===== src/rtl/spmv_row_collector_if.sv =====
// spmv_row_collector_if: row-event input bus and result stream of the SpMV row collector
interface spmv_row_collector_if #(
  parameter int ROW_W = 11
);
  logic in_valid;
  logic in_zeros;
  logic [63:0] in_data1;
  logic [63:0] in_data2;
  logic out_valid;
  logic out_ready;
  logic [ROW_W-1:0] out_row;
  logic [31:0] out_data1;
  logic [31:0] out_data2;
  logic out_sat;
  modport master (
    output in_valid, in_zeros, in_data1, in_data2, out_ready,
    input out_valid, out_row, out_data1, out_data2, out_sat
  );
  modport slave (
    input in_valid, in_zeros, in_data1, in_data2, out_ready,
    output out_valid, out_row, out_data1, out_data2, out_sat
  );
endinterface


===== src/rtl/spmv_row_collector.sv =====
// spmv_row_collector: numbers row events, saturates both lanes to 32 bits and streams them out through a FIFO
module spmv_row_collector #(
  parameter int NUM_ROWS = 1120,
  parameter int ROW_W = 11,
  parameter int FIFO_DEPTH = 8,
  parameter int FRAC_SHIFT = 0
) (
  input logic clk,
  input logic rst,
  input logic start,
  spmv_row_collector_if.slave bus,
  output logic overflow,
  output logic busy,
  output logic done
);
  localparam int AW = $clog2(FIFO_DEPTH);
  localparam int EW = ROW_W + 65;
  localparam logic [ROW_W-1:0] LAST = ROW_W'(NUM_ROWS - 1);
  localparam logic [AW:0] FULL = (AW + 1)'(FIFO_DEPTH);
  typedef enum logic [1:0] {IDLE, COLLECT, DRAIN, DONE} state_t;
  state_t state, state_n;
  logic [ROW_W-1:0] row_cnt;
  logic [EW-1:0] mem [FIFO_DEPTH];
  logic [AW-1:0] rd_ptr, wr_ptr;
  logic [AW:0] cnt, cnt_n;
  logic ev, pop, push;
  logic [32:0] l1, l2;
  logic [EW-1:0] entry;
  function automatic logic [32:0] clamp(input logic [63:0] d);
    logic signed [63:0] s;
    s = $signed(d) >>> FRAC_SHIFT;
    return s > 64'sh7FFFFFFF ? {1'b1, 32'h7FFFFFFF} :
           s < -64'sh80000000 ? {1'b1, 32'h80000000} : {1'b0, s[31:0]};
  endfunction
  assign ev = state == COLLECT && (bus.in_valid || bus.in_zeros);
  assign l1 = bus.in_valid ? clamp(bus.in_data1) : '0;
  assign l2 = bus.in_valid ? clamp(bus.in_data2) : '0;
  assign entry = {row_cnt, l1[31:0], l2[31:0], l1[32] | l2[32]};
  assign pop = bus.out_valid && bus.out_ready;
  assign push = ev && (cnt != FULL || pop);
  assign cnt_n = cnt + (AW + 1)'(push) - (AW + 1)'(pop);
  assign bus.out_valid = cnt != '0;
  // when empty, show the slot just popped so the head holds its last value
  assign {bus.out_row, bus.out_data1, bus.out_data2, bus.out_sat} = mem[cnt == '0 ? rd_ptr - 1'b1 : rd_ptr];
  assign busy = state == COLLECT || state == DRAIN;
  assign done = state == DONE;
  // next state; DRAIN ends on the cycle the last entry leaves so done follows the final pop directly
  always_comb begin
    state_n = state == IDLE ? (start ? COLLECT : IDLE) :
              state == COLLECT ? (ev && row_cnt == LAST ? DRAIN : COLLECT) :
              state == DRAIN ? (cnt_n == '0 ? DONE : DRAIN) : IDLE;
  end
  // state register
  always_ff @(posedge clk or negedge rst) begin
    if (!rst) state <= IDLE;
    else state <= state_n;
  end
  // row counter, overflow flag and FIFO storage
  always_ff @(posedge clk or negedge rst) begin
    if (!rst) begin
      row_cnt <= '0;
      overflow <= 1'b0;
      rd_ptr <= '0;
      wr_ptr <= '0;
      cnt <= '0;
      mem <= '{default: '0};
    end else begin
      if (state == IDLE && start) begin
        row_cnt <= '0;
        overflow <= 1'b0;
      end
      if (ev) row_cnt <= row_cnt + 1'b1;
      if (ev && !push) overflow <= 1'b1;
      if (push) begin
        mem[wr_ptr] <= entry;
        wr_ptr <= wr_ptr + 1'b1;
      end
      if (pop) rd_ptr <= rd_ptr + 1'b1;
      cnt <= cnt_n;
    end
  end
endmodule


===== src/flat_wrapper.sv =====
// flat-port wrapper written by rule: the top's interface ports become plain ports
module spmv_row_collector_flat 
#(
  parameter int NUM_ROWS = 1120,
  parameter int ROW_W = 11,
  parameter int FIFO_DEPTH = 8,
  parameter int FRAC_SHIFT = 0
)
  (clk, rst, start, overflow, busy, done, bus_in_valid, bus_in_zeros, bus_in_data1, bus_in_data2, bus_out_ready, bus_out_valid, bus_out_row, bus_out_data1, bus_out_data2, bus_out_sat);
  spmv_row_collector_if #(.ROW_W(ROW_W)) bus_i ();
  input logic clk;
  input logic rst;
  input logic start;
  output logic overflow;
  output logic busy;
  output logic done;
  input wire logic [$bits(bus_i.in_valid)-1:0] bus_in_valid;
  input wire logic [$bits(bus_i.in_zeros)-1:0] bus_in_zeros;
  input wire logic [$bits(bus_i.in_data1)-1:0] bus_in_data1;
  input wire logic [$bits(bus_i.in_data2)-1:0] bus_in_data2;
  input wire logic [$bits(bus_i.out_ready)-1:0] bus_out_ready;
  output wire logic [$bits(bus_i.out_valid)-1:0] bus_out_valid;
  output wire logic [$bits(bus_i.out_row)-1:0] bus_out_row;
  output wire logic [$bits(bus_i.out_data1)-1:0] bus_out_data1;
  output wire logic [$bits(bus_i.out_data2)-1:0] bus_out_data2;
  output wire logic [$bits(bus_i.out_sat)-1:0] bus_out_sat;
  assign bus_i.in_valid = bus_in_valid;
  assign bus_i.in_zeros = bus_in_zeros;
  assign bus_i.in_data1 = bus_in_data1;
  assign bus_i.in_data2 = bus_in_data2;
  assign bus_i.out_ready = bus_out_ready;
  assign bus_out_valid = bus_i.out_valid;
  assign bus_out_row = bus_i.out_row;
  assign bus_out_data1 = bus_i.out_data1;
  assign bus_out_data2 = bus_i.out_data2;
  assign bus_out_sat = bus_i.out_sat;
  spmv_row_collector #(.NUM_ROWS(NUM_ROWS), .ROW_W(ROW_W), .FIFO_DEPTH(FIFO_DEPTH), .FRAC_SHIFT(FRAC_SHIFT)) u_core (.clk(clk), .rst(rst), .start(start), .bus(bus_i), .overflow(overflow), .busy(busy), .done(done));
endmodule

===== config.mk =====
export PLATFORM = sky130hd
export DESIGN_NAME = spmv_row_collector_flat
export DESIGN_NICKNAME = d
export VERILOG_FILES = /design/src/rtl/spmv_row_collector_if.sv /design/src/rtl/spmv_row_collector.sv /design/src/flat_wrapper.sv
export SDC_FILE = /design/constraint.sdc
export NUM_CORES = 1
export LEC_CHECK = 0
export CAP_MARGIN = 20
export CORE_UTILIZATION = 53
export DETAILED_ROUTE_END_ITERATION = 10
export PLACE_DENSITY_LB_ADDON = 0.3
export SYNTH_ARGS = -nofsm -noshare
export SYNTH_HDL_FRONTEND = slang
export SYNTH_SLANG_ARGS = --single-unit

===== constraint.sdc =====
create_clock -name clk -period 2.9 [get_ports clk]
set_clock_uncertainty 0.1 [all_clocks]
set_input_delay 0.725 -clock clk [delete_from_list [all_inputs] [get_ports clk]]
set_output_delay 0.725 -clock clk [all_outputs]
set_load 0.01 [all_outputs]

Yosys cells after proc, flatten, opt, wreduce, memory -nomap -nowiden
Index checks and enable logic that the tools add are counted.
{ "op_classes": {"reduce_logical": 17, "n_eq_ne": 5, "bitwise": 3, "n_mux": 23, "addsub": 6, "magnitude_cmp": 7} }
{ "op_table": {"columns": ["operator", "count"], "rows": [
  ["608-bit bitwise mux", 1],
  ["76-bit binary-select mux with 3-bit select", 1],
  ["76-bit demux with 3-bit select", 1],
  ["76-bit 2-to-1 mux", 3],
  ["33-bit 2-to-1 mux", 6],
  ["64-bit by 32-bit > comparator with 1-bit output (second input constant)", 2],
  ["64-bit by 32-bit < comparator with 1-bit output (second input constant)", 2],
  ["11-bit 2-to-1 mux", 2],
  ["11-bit by 1-bit adder with 11-bit output (second input constant)", 1],
  ["11-bit equality test (second input constant)", 1],
  ["4-bit >= comparator (second input constant)", 2],
  ["4-bit zero test", 2],
  ["2-bit 2-to-1 mux", 4],
  ["3-bit NOT with 4-bit output", 2],
  ["1-bit logical AND", 7],
  ["3-bit by 1-bit adder with 3-bit output (second input constant)", 2],
  ["4-bit by 1-bit adder with 4-bit output", 1],
  ["2-bit equality test (second input constant)", 2],
  ["4-bit by 1-bit < comparator with 1-bit output (second input constant)", 1],
  ["1-bit 2-to-1 mux", 4],
  ["4-bit != test (second input constant)", 1],
  ["2-bit nonzero test", 2],
  ["4-bit nonzero test", 1],
  ["4-bit by 1-bit subtractor with 4-bit output", 1],
  ["7 further kinds", 9]
]} }
{ "totals": {"word_cells": 75, "out_inout_bits": 80, "in_bits": 134, "ff_bits": 632} }

Depth between registers and ports, before layout
Gate-level depths: netlist of run 1.
{ "logic_depth": {"word_depth": 11, "mapped_depth": 14, "ltp_nobuf": 14} }

Worst setup path after synthesis of run 1
Ideal clock, no wire load.
{ "synth_path": {"path_kind": "register to register", "from": "reg u_core.cnt[2]", "to": "reg u_core.state[0]", "stages_incl_launch_ff": 15, "path_buffers": 0, "t_arrival_ps": 3001, "setup_time_ps": 77, "path_slack_ps": -279, "period_less_slack_ps": 3179, "path_cell_list": "dfrtp_1 inv_1 ha_1 nand2_4 nand2_1 inv_1 ha_1 inv_1 ha_1 inv_1 fa_1 inv_1 or4b_2 or3_1 a21oi_1"} }
{ "synth_between": {"elab_chain_len": 11, "word_cells_on_any_way": 12} }
{ "synth_rtl": {"columns": ["element", "line", "source"], "rows": [
  ["start: declaration", "spmv_row_collector.sv:25", "logic [AW:0] cnt, cnt_n;"],
  ["start signal: assignment", "spmv_row_collector.sv:79", "cnt <= cnt_n;"],
  ["4-bit nonzero test (*)", "spmv_row_collector.sv:42", "assign bus.out_valid = cnt != '0;"],
  ["named net bus_out_valid", "flat_wrapper.sv:22", "output wire logic [$bits(bus_i.out_valid)-1:0] bus_out_valid;"],
  ["1-bit logical AND (*)", "spmv_row_collector.sv:39", "assign pop = bus.out_valid && bus.out_ready;"],
  ["named net u_core.pop", "spmv_row_collector.sv:26", "logic ev, pop, push;"],
  ["1-bit logical OR", "spmv_row_collector.sv:40", "assign push = ev && (cnt != FULL || pop);"],
  ["1-bit logical AND", "spmv_row_collector.sv:40", null],
  ["4-bit by 1-bit adder with 4-bit output", "spmv_row_collector.sv:41", "assign cnt_n = cnt + (AW + 1)'(push) - (AW + 1)'(pop);"],
  ["4-bit by 1-bit subtractor with 4-bit output (*)", "spmv_row_collector.sv:41", null],
  ["named net u_core.cnt_n[1]", "spmv_row_collector.sv:25", null],
  ["4-bit zero test (*)", "spmv_row_collector.sv:51", "state == DRAIN ? (cnt_n == '0 ? DONE : DRAIN) : IDLE;"],
  ["1-bit 2-to-1 mux (*)", "spmv_row_collector.sv:51", null],
  ["2-bit 2-to-1 mux (*)", "spmv_row_collector.sv:51", null],
  ["2-bit 2-to-1 mux (*)", "spmv_row_collector.sv:50", "state == COLLECT ? (ev && row_cnt == LAST ? DRAIN : COLLECT) :"],
  ["2-bit 2-to-1 mux (*)", "spmv_row_collector.sv:49", "state_n = state == IDLE ? (start ? COLLECT : IDLE) :"],
  ["named net u_core.state_n[0]", "spmv_row_collector.sv:21", "state_t state, state_n;"],
  ["end signal: assignment", "spmv_row_collector.sv:56", "else state <= state_n;"],
  ["end: declaration", "spmv_row_collector.sv:21", null]
]} }
Mark *: on every way through the listed nets, which the timed path passes. The rest lies on a longest branch.
A chain may end at the register's enable or synchronous reset.

Worst setup path after layout of run 1
{ "layout_path": {"from": "reg u_core.cnt[3]", "to": "out bus_out_data1[11]"} }
{ "layout_between": {"elab_chain_len": 6} }
{ "layout_rtl": {"columns": ["element", "line", "source"], "rows": [
  ["4-bit zero test", "spmv_row_collector.sv:44", "assign {bus.out_row, bus.out_data1, bus.out_data2, bus.out_sat} = mem[cnt == '0 ? rd_ptr - 1'b1 : rd_ptr];"],
  ["3-bit 2-to-1 mux", "spmv_row_collector.sv:44", null],
  ["3-bit NOT with 4-bit output", "spmv_row_collector.sv:44", null],
  ["76-bit binary-select mux with 3-bit select", "spmv_row_collector.sv:44", null],
  ["76-bit 2-to-1 mux (2 in a row)", "spmv_row_collector.sv:44", null],
  ["end: declaration", "flat_wrapper.sv:24", "output wire logic [$bits(bus_i.out_data1)-1:0] bus_out_data1;"]
]} }
No other way between the ends. The select of a mux whose other input is x is not followed.

==> run metrics, run 1 <==
DR iter-0 viols 1512; register area share after synthesis 55.8%; initial antenna violation count 0; crit-path leading delay family multiplexers; number of fill cells roughly 3600; slowest stage cell, crit path mux4_2; crit path kind flip-flop to primary output; Slew @ Worst Pin 0.837 ns; die height 233 µm; clock buffer depth 3; detailed-route wire length per cell 20.7 µm; Netlist cell types 41; final setup fails 77; outcome finished with violations; crit-path cells inv_2 -> ha_4 -> nand2_4 -> xnor2_4 -> buf_12 -> buf_16 -> buf_12 -> buf_12 -> mux4_2 -> mux2_4 -> buf_6; antenna fix cells 0; Max Cap Viol 0; die width about 230 µm; starting density of the core 53.8%; gr usage total 28.3%; Worst Path Max Fanout 6; max incr delay on CP roughly 0.5 ns; pin count of the biggest net entering global routing 104; Max Fclk 0.266 GHz; Main synth FF type dfrtp_1; final cycle utilization of the critical path 130%; Layout area overhead 28.3%; drt pass-1 iters 5; CTS tree done; H-tree levels 3; via count 20900; most used cell, CP buf_12; setup TNS -60.54 ns; Leakage 16.7 nW; syn nets 2665; Critical Path Source Type flip-flop; Syn Std Cell Area 28300 µm²; Critical Path RT 2.08 ns; top post-synthesis cells by count dfrtp_1, nand2_1, o21ai_0; Util after Layout 69.0%; layout cells sized above 1 26.2%; total wire length 74.0 mm; vias in the first global route 22100; Yosys reg bits 632; YS warnings 0; # DRC 0; Yosys top cell area share 55.8%; EDFF count, synth 0; Layout Nets approximately 3000; failing checks negative setup slack; clock sink count 632; cell count after synthesis 2516; antenna-violating nets left 0; PwrDens 1210 nW/µm²; Port Buffers around 210; Hold WC Path Type flip-flop to flip-flop; I/O Pins 214; GR Overflow Total 0; Slew Viols, Final 0; gp weighted congestion 0.809; CTS clk-pin slew, worst paths about 0.060 ns; top-count cell post-synth dfrtp_1; Avg Inst Size Synth ~11 µm²; crit end category primary output; area leader, netlist dfrtp_1; unrepaired setup endpoints after global routing true; Worst Slack Setup Final -0.866 ns; Worst-Skew Late Latency 0.61 ns; FF/Latch Area 15800 µm²; multi-input logic area 12000 µm²; async set-reset flop share out of synthesis 100%; CP bufs+invs 6; Die Footprint 54400 µm²; first-pass GRT wire length 119 mm; Peak VDD IR just over 0.7 mV; CTS root buf clkbuf_16; cell row count 84; DPL Wire Length between 40 and 50 mm; minimum clock period ~3.8 ns; crit path DAT ~2.9 ns; Avg Vias per Cell 5.83; max_slew headroom 44.2%; CTS buffer count 67; core area 52700 µm²; top cells by area, synth dfrtp_1, mux4_2, o21ai_0, nand2_1, mux2_2; final hold violation count 0
==> registers in the layout, indices dropped and copies added (netlist names) <==
signal and flops:
u_core.overflow 1, u_core.cnt 4, u_core.row_cnt 11, u_core.wr_ptr 3, u_core.state 2, u_core.rd_ptr 3, u_core.mem 608
==> per-layer routing <==
layer | routed length [µm] | track usage (%) | share of wire, %
met1 | 30000 | 36.9 | 41
met2 | 37900 | 48.2 | 51
met3 | 4140 | 4.42 | 5.6
met4 | 1930 | 9.66 | 2.6
met5 | 0 | 0 | 0
==> area by class of cell <==
cell class / count / area share [%]
clock buffers: 92 / 5.23
clock inverters: 29 / 1.01
inverters: 48 / 0.503
multi-input cells: 1647 / 33.0
flip-flops and latches: 632 / 43.5
well taps: 688 / 2.37
repair buffers: 444 / 14.4
==> report_power, final <==
group / leakage, nW / switching, mW / internal (mW)
clock network: 1.10 / 3.62 / 5.25
logic: 7.25 / 9.10 / 11.9
registers: 8.30 / 1.95 / 12.3
total: 16.7 / 14.7 / 29.4
==> per-stage QoR <==
step | worst slack [ns] | cell area (µm²) | total power [mW] | hold WS, ns | instances
global placement | -0.664 | 33000 | 31.6 | 0.356 | 3414
global route | -0.951 | 36300 | 46.5 | 0.396 | 3580
detailed placement | -0.682 | 33000 | 32.3 | 0.365 | 3414
floorplan | -0.0735 | 28500 | 24.7 | 0.329 | 2516
CTS | -0.940 | 36300 | 44.2 | 0.378 | 3576
finish | -0.866 | 36300 | 44.1 | 0.374 | 3580
==> placed cells by master, fill, tap and decap left out, types with 5 or more instances in the layout <==
cell type	n
clkbuf_8	11
nand3_1	14
buf_6	87
nand2_4	5
dfrtp_1	632
ha_1	10
buf_8	12
inv_2	6
clkdlybuf4s50_1	135
nand4_1	22
buf_4	116
o31ai_1	5
nor4_1	17
buf_12	81
buf_16	6
nand2_1	576
bufinv_16	7
mux2_2	82
clkinvlp_4	5
clkbuf_16	68
clkbuf_1	13
nor2b_1	34
nor2_1	8
o21ai_1	31
mux2_4	75
mux4_2	152
o21ai_0	570
inv_6	5
inv_1	41
clkinv_2	10
==> worst paths after layout <==
check / startpoint / end / slack (ns) / cells after the start
max: u_core.cnt[3]$_DFF_PN0_ / bus_out_data1[11] / -0.87 / 11
min: u_core.mem[155]$_DFFE_PN0P_ / u_core.mem[155]$_DFFE_PN0P_ / 0.37 / 2
max reg2reg: u_core.cnt[3]$_DFF_PN0_ / u_core.state[0]$_DFF_PN0_ / -0.17 / 15
min reg2reg: u_core.mem[155]$_DFFE_PN0P_ / u_core.mem[155]$_DFFE_PN0P_ / 0.37 / 2
max in group asynchronous: rst / u_core.mem[217]$_DFFE_PN0P_ / 1.24 / 3
min in group asynchronous: rst / u_core.mem[191]$_DFFE_PN0P_ / 0.52 / 2
==> kinds of logic (layout without fill, tap and decap cells) <==
kind of cell               Yosys count  in the layout  synth area share, %
AOI/OAI and AO/OA                  622            622                 11.2
xor gates and xnor gates             9              9                0.305
adders and majority gates           15             15                0.689
buffers and inverters              237            613                 3.60
DFF                                632            632                 55.8
muxes                              309            309                 18.3
and+or+nand+nor                    692            692                 10.0
==> tightest hold or removal path: cells and delay by family, from the launching register on <==
family	cells	cell delay (ns)
flip-flops	1	0.34
AO/OA/AOI/OAI	1	0.06
AND/OR/NAND/NOR	1	0.04
==> repair_timing <==
item,4_1_cts,5_1_grt
setup endpoints to repair,77,81
hold buffers,1,0
resized for setup,460,47
gates cloned,10,0
hold endpoints to repair,30,0
pin swaps,3,1
setup buffers,30,15
(Power assumes the default switching activity.)
==> run 2: changes to the inputs <==
- CORE_ASPECT_RATIO: not set -> 0.9
==> run 2 against run 1 <==
The flow still finishes with violations (negative setup slack). Total power up 0.78%. Via count up 1.5%. First-iteration DRC count up 30%. Utilization up 1.2 points. Combinational power about the same. Sequential share of layout area down 0.39 points. Largest cell class unchanged. Largest power group unchanged. Highest routed layer is now met5.
==> run metrics, run 2 (same netlist as run 1, synthesis figures left out) <==
outcome finished with violations; failing checks negative setup slack; PwrDens 1210 nW/µm² (-0.11%); cell row count 79 (-6.0%); DR iter-0 viols 1962 (+30%); first-pass GRT wire length 118 mm (-1.2%); crit end category primary output; Hold Path End u_core.mem[29]$_DFFE_PN0P_; met2 wire length 37.9 mm (about the same); Util after Layout 70.2% (+1.2 points); detailed-route wire length per cell 20.8 µm (+0.46%); Worst Path Max Fanout 7 (+1); FF/Latch Area 15800 µm² (unchanged); clock buffer depth 3 (unchanged); DPL Wire Length 46.2 mm (+1.0%); CTS buffer count 67 (unchanged); I/O Pins 214 (unchanged); die height 221 µm (-5.1%); Leakage 16.9 nW (+1.3%); core area 52200 µm² (-0.88%); max_slew headroom 34.5% (-9.7 points); Layout Nets 3031 (+1.4%); Worst Slack Setup Final -1.10 ns (-0.229 ns); layout cells sized above 1 27.3% (+1.0 points); CTS root buf clkbuf_16; Layout area overhead 29.4%; number of fill cells 3471 (-4.5%); multi-input logic area 11900 µm² (-0.66%); Peak VDD IR 0.762 mV (+7.2%); crit-path cells inv_2 -> ha_4 -> nand2_4 -> xnor2_4 -> buf_12 -> buf_12 -> clkbuf_16 -> buf_4 -> mux4_2 -> mux2_4 -> dlygate4sd2_1; total wire length 75.3 mm (+1.7%); Die Footprint 54400 µm² (about the same); max incr delay on CP 0.51 ns (about the same); final hold violation count 0 (unchanged); most used cell, CP buf_12; initial antenna violation count 1 (+1); Slew Viols, Final 0 (unchanged); CTS clk-pin slew, worst paths 0.06 ns (about the same); R2R Path End u_core.state[0]$_DFF_PN0_; die width 246 µm (+5.4%); # DRC 0 (unchanged); Max Fclk 0.250 GHz (-5.7%); antenna fix cells 0 (unchanged); R2R depth 17 (+2); gr usage total 27.5% (-0.80 points); minimum clock period 4.00 ns (+0.229 ns); vias in the first global route 22100 (-0.34%); slowest stage cell, crit path mux4_2; final setup fails 77 (unchanged); final cycle utilization of the critical path 138% (+7.9 points); antenna-violating nets left 0 (unchanged); wl on met1 30.8 mm (+2.7%); starting density of the core 54.3% (+0.48 points); via count 21200 (+1.5%); most frequent cells in the layout dfrtp_1, nand2_1, o21ai_0, mux4_2, buf_4; crit path kind flip-flop to primary output; unrepaired setup endpoints after global routing true; Critical Path RT 2.08 ns (about the same); Most flops, register u_core.mem; clock sink count 632 (unchanged); Worst R2R Start u_core.cnt[2]$_DFF_PN0_; WL met3 4.31 mm (+4.1%); most common cell after layout, fill and taps aside dfrtp_1; gp weighted congestion 0.838 (+3.6%); crit path DAT 3.17 ns (+0.23 ns); CTS tree done; GR Overflow Total 0 (unchanged); H-tree levels 3 (unchanged); Top Layer Used met5; Worst Hold Launch u_core.mem[29]$_DFFE_PN0P_; Avg Vias per Cell 5.84 (+0.33%); drt pass-1 iters 5 (unchanged); Worst-Skew Late Latency 0.60 ns (about the same); setup TNS -71.00 ns (-10.46 ns); number of flip-flops in the largest register 608 (unchanged); Worst R2R Setup Slack -0.31 ns (-0.14 ns); pin count of the biggest net entering global routing 72 (-31%); Largest regs u_core.mem: 608 flops, u_core.row_cnt: 11 flops, u_core.cnt: 4 flops; Hold WC Path Type flip-flop to flip-flop; Max Cap Viol 0 (unchanged); Slew @ Worst Pin 0.983 ns (+0.146 ns); worst hold stages 2 (unchanged); Critical Path Source Type flip-flop; Port Buffers 213 (unchanged)
==> run 2: power by group <==
part           total, mW  switching (mW)  internal, mW  leakage (nW)
clock               8.86            3.58          5.28          1.14
combinational       21.3            9.28          12.1          7.44
sequential          14.3            1.96          12.3          8.30
==> run 2: final cells by class <==
class / count / area share (%)
Clock buffer: 92 / 5.32
Clock inverter: 30 / 0.932
Inverter: 48 / 0.505
Multi-Input combinational cell: 1647 / 32.5
Sequential cell: 632 / 43.1
Tap cell: 688 / 2.35
Timing Repair Buffer: 486 / 15.3
==> run 2: through the flow <==
step	worst slack (ns)	std cells	power, mW	cell area, µm²	hold slack [ns]
floorplan	-0.0735	2516	24.7	28500	0.329
global placement	-0.668	3410	31.3	32900	0.356
detailed placement	-0.663	3410	32.0	32900	0.365
CTS	-1.17	3567	42.2	35700	0.379
global route	-1.19	3623	46.8	36700	0.390
finish	-1.10	3623	44.5	36700	0.374
==> run 2: layer usage <==
metal | track usage [%] | vias up
met5 | 0 | -
met2 | 45.8 | 711
met4 | 9.42 | 2
met1 | 36.8 | 10700
li1 | - | 9562
met3 | 4.32 | 154
==> run 2: worst max path at each step <==
stage,slack (ns),end,startpoint,cells past startpoint
5_1_grt,-1.19,bus_out_data1[0],u_core.cnt[2]$_DFF_PN0_,13
3_3_place_gp,-0.67,u_core.state[0]$_DFF_PN0_,bus_out_ready,12
4_1_cts,-1.17,bus_out_data2[11],u_core.cnt[3]$_DFF_PN0_,9
3_5_place_dp,-0.66,u_core.state[0]$_DFF_PN0_,bus_out_ready,12
2_1_floorplan,-0.07,u_core.state[0]$_DFF_PN0_,bus_in_zeros,9
6_report,-1.10,bus_out_data2[0],u_core.cnt[2]$_DFF_PN0_,11
==> run 2: critical path, delay by kind of cell, from the launching register on <==
kind / cells / cell delay (ns)
buffers and inverters: 6 / 0.93
muxes: 2 / 0.83
and+or+nand+nor: 1 / 0.06
DFF: 1 / 0.37
adders and majority gates: 1 / 0.14
xor gates and xnor gates: 1 / 0.24
==> run 2: repair_timing <==
action / 4_1_cts / 5_1_grt
hold buffers: 1 / 0
buffers inserted: 30 / 51
hold endpoints to repair: 22 / 0
gates cloned: 4 / 9
endpoints found under the setup margin: 77 / 78
pin swaps: 4 / 7
resized for setup: 225 / 219
==> run 3: changes to the inputs <==
- PLACE_DENSITY: not set -> 0.79
- PLACE_DENSITY_LB_ADDON: 0.3 -> not set
==> run 3 against run 2 <==
The run still ends with negative setup slack left. Global-route usage rose by 1.8 points. Clock-buffer cell count up 6. Critical path depth rose by 2. Sequential cell count did not move. First-iteration DRC count grew 4.8%. Maximum frequency is 4.0% higher. Non-clock buffer count down 33. Critical path type unchanged. Largest power group unchanged.
==> run metrics, run 3 (same netlist as run 1, synthesis figures left out) <==
outcome finished with violations; failing checks negative setup slack; gp weighted congestion 0.841 (+0.33%); Worst R2R Start u_core.cnt[3]$_DFF_PN0_; detailed-route wire length per cell 21.9 µm (+5.3%); crit path DAT 3.02 ns (-0.15 ns); Critical Path Source Type flip-flop; CP bufs+invs 8 (+2); clock buffer depth 3 (unchanged); final setup fails 77 (unchanged); Most flops, register u_core.mem; I/O Pins 214 (unchanged); most frequent cells in the layout dfrtp_1, nand2_1, o21ai_0, mux4_2, clkdlybuf4s50_1; crit path kind flip-flop to primary output; DPL Wire Length 47.0 mm (+1.5%); core area 52200 µm² (unchanged); CTS clk-pin slew, worst paths 0.06 ns (about the same); final cycle utilization of the critical path 132% (-5.3 points); Max Cap Viol 0 (unchanged); Post-Place Cells 3413 (+0.088%); slowest stage cell, crit path mux4_2; R2R depth 15 (-2); Slew @ Worst Pin 0.908 ns (-0.0747 ns); minimum clock period 3.84 ns (-0.155 ns); Die Footprint 54400 µm² (unchanged); most common cell after layout, fill and taps aside dfrtp_1; Port Buffers 213 (unchanged); GR Overflow Total 0 (unchanged); die width 246 µm (unchanged); Hold WC Path Type flip-flop to flip-flop; antenna-violating nets left 0 (unchanged); final cell count without fillers 3586 (-1.0%); Worst Hold Launch u_core.mem[20]$_DFFE_PN0P_; max_slew headroom 39.5% (+5.0 points); Post-DP Area 32900 µm² (about the same); Hold WS 0.377 ns (+0.00275 ns); Avg Vias per Cell 6.07 (+3.9%); number of flip-flops in the largest register 608 (unchanged); PwrDens 1220 nW/µm² (+0.30%); fin area 36200 µm² (-1.3%); CTS buffer count 66 (-1.5%); DR iter-0 viols 2057 (+4.8%); starting density of the core 54.3% (unchanged); crit-path cells inv_2 -> ha_4 -> nand2_4 -> xnor2_4 -> buf_6 -> buf_12 -> buf_12 -> buf_8 -> buf_16 -> buf_6 -> mux4_2 -> mux2_4 -> buf_6; Layout area overhead 27.7%; Worst R2R Setup Slack -0.19 ns (+0.12 ns); unrepaired setup endpoints after global routing true; cell row count 79 (unchanged); vias in the first global route 23100 (+4.8%); first-pass GRT wire length 125 mm (+6.5%); CTS root buf clkbuf_16; gr usage total 29.3% (+1.8 points); die height 221 µm (unchanged); pin count of the biggest net entering global routing 113 (+57%); final hold violation count 0 (unchanged); Largest regs u_core.mem: 608 flops, u_core.row_cnt: 11 flops, u_core.cnt: 4 flops; # DRC 0 (unchanged); via count 21800 (+2.8%); Layout Nets 2997 (-1.1%); initial antenna violation count 0 (-1); Slew Viols, Final 0 (unchanged); Max Fclk 0.260 GHz (+4.0%); Peak VDD IR 0.672 mV (-12%); number of fill cells 3388 (-2.4%); max incr delay on CP 0.49 ns (-0.02 ns); Worst Path Max Fanout 5 (-2); drt pass-1 iters 5 (unchanged); R2R Path End u_core.state[0]$_DFF_PN0_; antenna fix cells 0 (unchanged); most used cell, CP buf_6; crit-path leading delay family buffers and inverters; Total Power 44.0 mW (-0.99%); Critical Path RT 2.08 ns (about the same); Leakage 16.7 nW (-1.3%); Worst-Skew Late Latency 0.60 ns (about the same); clock sink count 632 (unchanged); worst hold stages 2 (unchanged); total wire length 78.4 mm (+4.2%); CTS tree done; setup TNS -64.31 ns (+6.70 ns); Worst Slack Setup Final -0.941 ns (+0.155 ns); H-tree levels 3 (unchanged); critical path depth in cells 13 (+2); layout cells sized above 1 26.5% (-0.72 points); crit end category primary output; Hold Path End u_core.mem[20]$_DFFE_PN0P_
## run 3: through the flow
step | setup slack, ns | util, %
6_report | -0.941 | 69.3
5_1_grt | -1.05 | 69.3
4_1_cts | -0.965 | 68.9
3_5_place_dp | -0.728 | 63.0
3_3_place_gp | -0.679 | 63.0
2_1_floorplan | -0.0735 | -
## run 3: repair_timing
action	4_1_cts	5_1_grt
setup endpoints to repair	77	78
pin swaps	4	1
gates cloned	10	1
resized for setup	451	60
hold buffers	1	0
endpoints found under the hold margin	27	0
buffers inserted	32	23
## run 3: layout make-up
class	instances	area, µm²	area share, %
Sequential cell	632	15800	43.7
Multi-Input combinational cell	1647	12000	33.1
Tap cell	688	861	2.38
Inverter	48	185	0.512
Clock buffer	98	2060	5.69
Clock inverter	20	160	0.443
Timing Repair Buffer	453	5130	14.2
## run 3: worst reg2reg max path, delay by kind of cell, from the launching register on
kind | cells | cell delay, ns
compound gates | 1 | 0.12
simple gates | 4 | 1.02
fa+ha+maj | 4 | 0.99
buf+inv | 6 | 0.40
flops | 1 | 0.39
## run 3: power by group
group	internal [mW]	switching, mW
combinational	11.7	9.36
sequential	12.3	2.09
clock	5.09	3.51
total	29.1	15.0
## run 3: worst max path at each step
stage                            start  slack (ns)                   endpoint
6_report       u_core.cnt[3]$_DFF_PN0_       -0.94           bus_out_data1[0]
5_1_grt        u_core.cnt[2]$_DFF_PN0_       -1.05           bus_out_data1[0]
4_1_cts        u_core.cnt[3]$_DFF_PN0_       -0.96           bus_out_data1[0]
3_5_place_dp             bus_out_ready       -0.73  u_core.state[0]$_DFF_PN0_
3_3_place_gp             bus_out_ready       -0.68  u_core.state[0]$_DFF_PN0_
2_1_floorplan             bus_in_zeros       -0.07  u_core.state[0]$_DFF_PN0_
## run 3: routing by layer
metal / track usage, % / wire length (µm) / vias to the layer above
met3: 5.26 / 4940 / 199
met5: 0 / 0 / -
li1: - / - / 9479
met4: 12.0 / 2850 / 0
met1: 37.0 / 29900 / 11200
met2: 49.9 / 40800 / 897
